File: config.mk
export PLATFORM = sky130hd
export DESIGN_NAME = px_frame_sequencer
export DESIGN_NICKNAME = d
export VERILOG_FILES = /design/src/rtl/px_frame_sequencer.sv
export SDC_FILE = /design/constraint.sdc
export NUM_CORES = 1
export LEC_CHECK = 0
export CORE_MARGIN = 2
export CORE_UTILIZATION = 50
export CTS_BUF_LIST = sky130_fd_sc_hd__clkbuf_8 sky130_fd_sc_hd__clkbuf_16
export CTS_CLUSTER_SIZE = 16
export DETAILED_ROUTE_END_ITERATION = 12
export HOLD_SLACK_MARGIN = 0.05
export MAX_ROUTING_LAYER = met4
export PLACE_DENSITY = 0.68
export SLEW_MARGIN = 20
export SYNTH_ARGS = -nofsm -noshare
export SYNTH_HDL_FRONTEND = slang
export SYNTH_SLANG_ARGS = --single-unit
export TNS_END_PERCENT = 30
File: constraint.sdc
create_clock -name clk -period 3.72 [get_ports clk]
set_input_delay 0.744 -clock clk [delete_from_list [all_inputs] [get_ports clk]]
set_output_delay 0.744 -clock clk [all_outputs]
set_load 0.02 [all_outputs]
File: src/rtl/px_frame_sequencer.sv
// rtl/px_frame_sequencer.sv - frame timing controller: erase/expose/convert/per-row read strobes
module px_frame_sequencer #(
    parameter int c_erase   = 5,
    parameter int c_expose  = 255,
    parameter int c_convert = 255,
    parameter int c_read    = 5,
    parameter int nRows     = 3,
    localparam int RW       = (nRows > 1) ? $clog2(nRows) : 1
) (
    input  logic          clk,
    input  logic          rst,
    output logic          expose,
    output logic          erase,
    output logic          read,
    output logic          convert,
    output logic [RW-1:0] readReg
);

    typedef enum logic [2:0] {
        IDLE    = 3'd0,
        ERASE   = 3'd1,
        EXPOSE  = 3'd2,
        CONVERT = 3'd3,
        READ    = 3'd4
    } state_t;

    localparam logic [15:0]   lastErase   = 16'(c_erase - 1);
    localparam logic [15:0]   lastExpose  = 16'(c_expose - 1);
    localparam logic [15:0]   lastConvert = 16'(c_convert - 1);
    localparam logic [15:0]   lastRead    = 16'(c_read - 1);
    localparam logic [RW-1:0] lastRow     = RW'(nRows - 1);

    state_t        state, stateNext;
    logic [15:0]   cnt, cntNext;
    logic [RW-1:0] rowNext;

    always_ff @(posedge clk or negedge rst) begin
        if (!rst) begin
            state   <= IDLE;
            cnt     <= 16'd0;
            readReg <= '0;
        end else begin
            state   <= stateNext;
            cnt     <= cntNext;
            readReg <= rowNext;
        end
    end

    always_comb begin
        stateNext = state;
        cntNext   = cnt + 16'd1;
        rowNext   = readReg;
        case (state)
            IDLE: begin
                stateNext = ERASE;
                cntNext   = 16'd0;
            end
            ERASE: begin
                if (cnt == lastErase) begin
                    stateNext = EXPOSE;
                    cntNext   = 16'd0;
                end
            end
            EXPOSE: begin
                if (cnt == lastExpose) begin
                    stateNext = CONVERT;
                    cntNext   = 16'd0;
                end
            end
            CONVERT: begin
                if (cnt == lastConvert) begin
                    stateNext = READ;
                    cntNext   = 16'd0;
                    rowNext   = '0;
                end
            end
            READ: begin
                // Row boundaries clear the counter but keep the READ state, so read never drops between rows.
                if (cnt == lastRead) begin
                    cntNext = 16'd0;
                    if (readReg == lastRow) begin
                        stateNext = ERASE;
                        rowNext   = '0;
                    end else begin
                        rowNext = readReg + RW'(1);
                    end
                end
            end
            default: begin
                stateNext = IDLE;
                cntNext   = 16'd0;
                rowNext   = '0;
            end
        endcase
    end

    assign erase   = (state == ERASE);
    assign expose  = (state == EXPOSE);
    assign convert = (state == CONVERT);
    assign read    = (state == READ);

endmodule

==> results.ini <==
[critical_path]
critPathCaptureType=output pin
required_ps=2980
worstPathArrival_ps=1970
rr_worst_depth=6
cp-start-kind=register
cp_max_fo=10
critical_path_class=reg2out

[clocking]
clkTransAtPathRegs_ps=80
htreeDepth=1
cts_buffer_depth=2
cts_resized=0
cts_inserted_buffers=3
cts_tree=done
clk_latency_ps=250
cts_hold_buf=0
cts.sinks=21
post_cts_buffers=0
root_buffer=clkbuf_8

[global_routing]
grt_max_degree=22
gr-usage-all-layers_pct=17.61
grt_overflow_total=0
grtUsageMet1_pct=21.84
grt_pass1_wl_mm=3.519
grt_pass1_vias=846
antenna_found_initial=0
grtUsageMet3_pct=2.571
grt.busiest_layer=met2
global_route.usage.met2_pct=29.58

[final_layout]
drive_gt1_share_pct=4.478
area_growth_pct=10.33
n_antenna_cell=0
mostFrequentLayoutCell=dfrtp_1
mostFrequentLayoutCells=dfrtp_1, nor2_1, inv_1, or3_1
final_nets=141

[timing]
setup_viol=0
hold_viol=0
setup_slack_ps=1011
clock_skew_ps=5.729
fin_crit_ps=2709
fmax_mhz=369.1
worst_pin_slew_ps=905.5
tns_ps=0
relSlewSlack_pct=39.44
slew_viol_final=0
post-route-period-util_pct=72.83
rsz0062_at_grt=no
holdWs_ps=549.3

[floorplanning]
core_area_sq_mm=0.002233
chipWidth_um=52.73
die_area_sq_mm=0.002780
start_util_pct=53.17
io_pins=8
fp.dieH_um=52.73
fp-row-count=17

[yosys]
synth_simple_gate_area_share_pct=27.19
synth-edff-count=0
synth_flop_cell=dfrtp_1
ys_seq_area_share_pct=44.26
syn-num-nets=134
syn_area_per_cell_sq_um=9.276
synth_compound_area_share_pct=11.06
synth_top_family_by_area=simple AND/OR/NAND/NOR gates
synthCells=128
postSynth.asyncResetShare_pct=100.0
synth.distinct_cells=32
ys_seq_elements=21
synth.area.mux_share_pct=0
synth_xor_area_share_pct=8.114
syn_area_sq_mm=0.001187
yosysWarningCount=0
synthAdderAreaFrac_pct=4.215

[routing]
route.detailed.drc=0
routed_wl_mm=2.125
viasPerCell=5.593
vias=906
wl_per_cell_um=13.12
firstDrtPassIters=4
drt-initial-drc-count=7
drt.antenna.violating_nets=0

[place]
pre_cts_ws_ps=1280
place_congestion=0.8581
dp_hpwl_mm=1.552
port_buffers=7

[power]
p_seq_share_pct=60.5
intPower_mw=0.3023
p_per_area_mw_per_mm2=288.0
p_clk_share_pct=38.2
p_switching_mw=0.07490
p_leak_nw=0.5852
swShare_pct=19.86
combPwrFrac_pct=1.3
vdd_drop_max_mv=0.2770

[hold_path]
hp-class=reg2reg
whs_path_depth=1

[outcome]
status=complete, no violations

[run]
cap_violations=0

cell families (layout without fill, tap and decap cells):
family	count (synthesis)	count (layout)
AND/OR/NAND/NOR	60	60
flip-flops	21	21
XOR/XNOR	11	11
buffers and inverters	14	20
adder cells (fa/ha/maj)	4	4
AO/OA/AOI/OAI	18	18
cells in the mapped netlist (all sizes together) (2+ instances only):
cell / count / area share [%]
dfrtp: 21 / 44
nor2: 17 / 5.4
inv: 9 / 2.8
or3: 8 / 4.2
xnor2: 7 / 5.2
nand2: 6 / 1.9
nand3: 6 / 2.5
o21ai: 5 / 2.1
or4: 5 / 3.2
a21oi: 4 / 1.7
ha: 4 / 4.2
nor4: 4 / 2.1
xor2: 4 / 3.0
a22oi: 3 / 3.1
clkbuf: 3 / 0.95
nand4: 3 / 1.6
nor2b: 3 / 1.6
and3: 2 / 1.2
buf: 2 / 1.4
nand2b: 2 / 1.1
nor3: 2 / 0.84
sequential cells by signal, summed over array words and instances, names as in the netlist:
name and cells:
state 3, cnt 16, readReg 2
power by group through the flow:
stage	Sequential, mW	Combinational (mW)	Clock (mW)
2_1_floorplan	0.233	0.000000276	0
3_3_place_gp	0.233	0.00551	0
3_5_place_dp	0.233	0.00560	0
4_1_cts	0.228	0.00560	0.148
5_1_grt	0.228	0.00599	0.161
6_report	0.228	0.00505	0.144
critical path, cell delays in order, from the launching register on:
cell and delay, ps:
dfrtp_1 500, or3b_2 500, inv_1 110, clkdlybuf4s50_1 610
layer usage:
metal / vias to the layer above / routed length [um]
met5: - / 0
met4: 0 / 22
met3: 6 / 57
met2: 17 / 1029
met1: 424 / 1015
li1: 459 / -
area by class of cell:
cell class              count  area [sq um]
clock buffers               3         41.29
fillers                   203         923.4
flip-flops and latches     21         525.5
multi-input cells          93         600.6
well taps                  28         35.03
repair buffers              7         70.07
clock inverters             1         3.754
inverters                   9         33.78
final timing paths:
kind / from / end / slack, ps
max: state[2] / read / 1010
min: cnt[0] / cnt[0] / 550
max reg2reg: cnt[0] / cnt[9] / 1280
min reg2reg: cnt[0] / cnt[0] / 550
max in group asynchronous: rst / cnt[11] / 2170
min in group asynchronous: rst / readReg[0] / 990
through the flow:
step / area [sq um] / std cells / power (mW) / utilization (%)
2_1_floorplan: 1187 / 128 / 0.2327 / -
3_3_place_gp: 1265 / 158 / 0.2381 / 56.64
3_5_place_dp: 1265 / 158 / 0.2382 / 56.64
4_1_cts: 1310 / 162 / 0.3815 / 58.66
5_1_grt: 1310 / 162 / 0.3950 / 58.66
6_report: 1310 / 162 / 0.3772 / 58.66
Power figures use the tool's default switching activity.
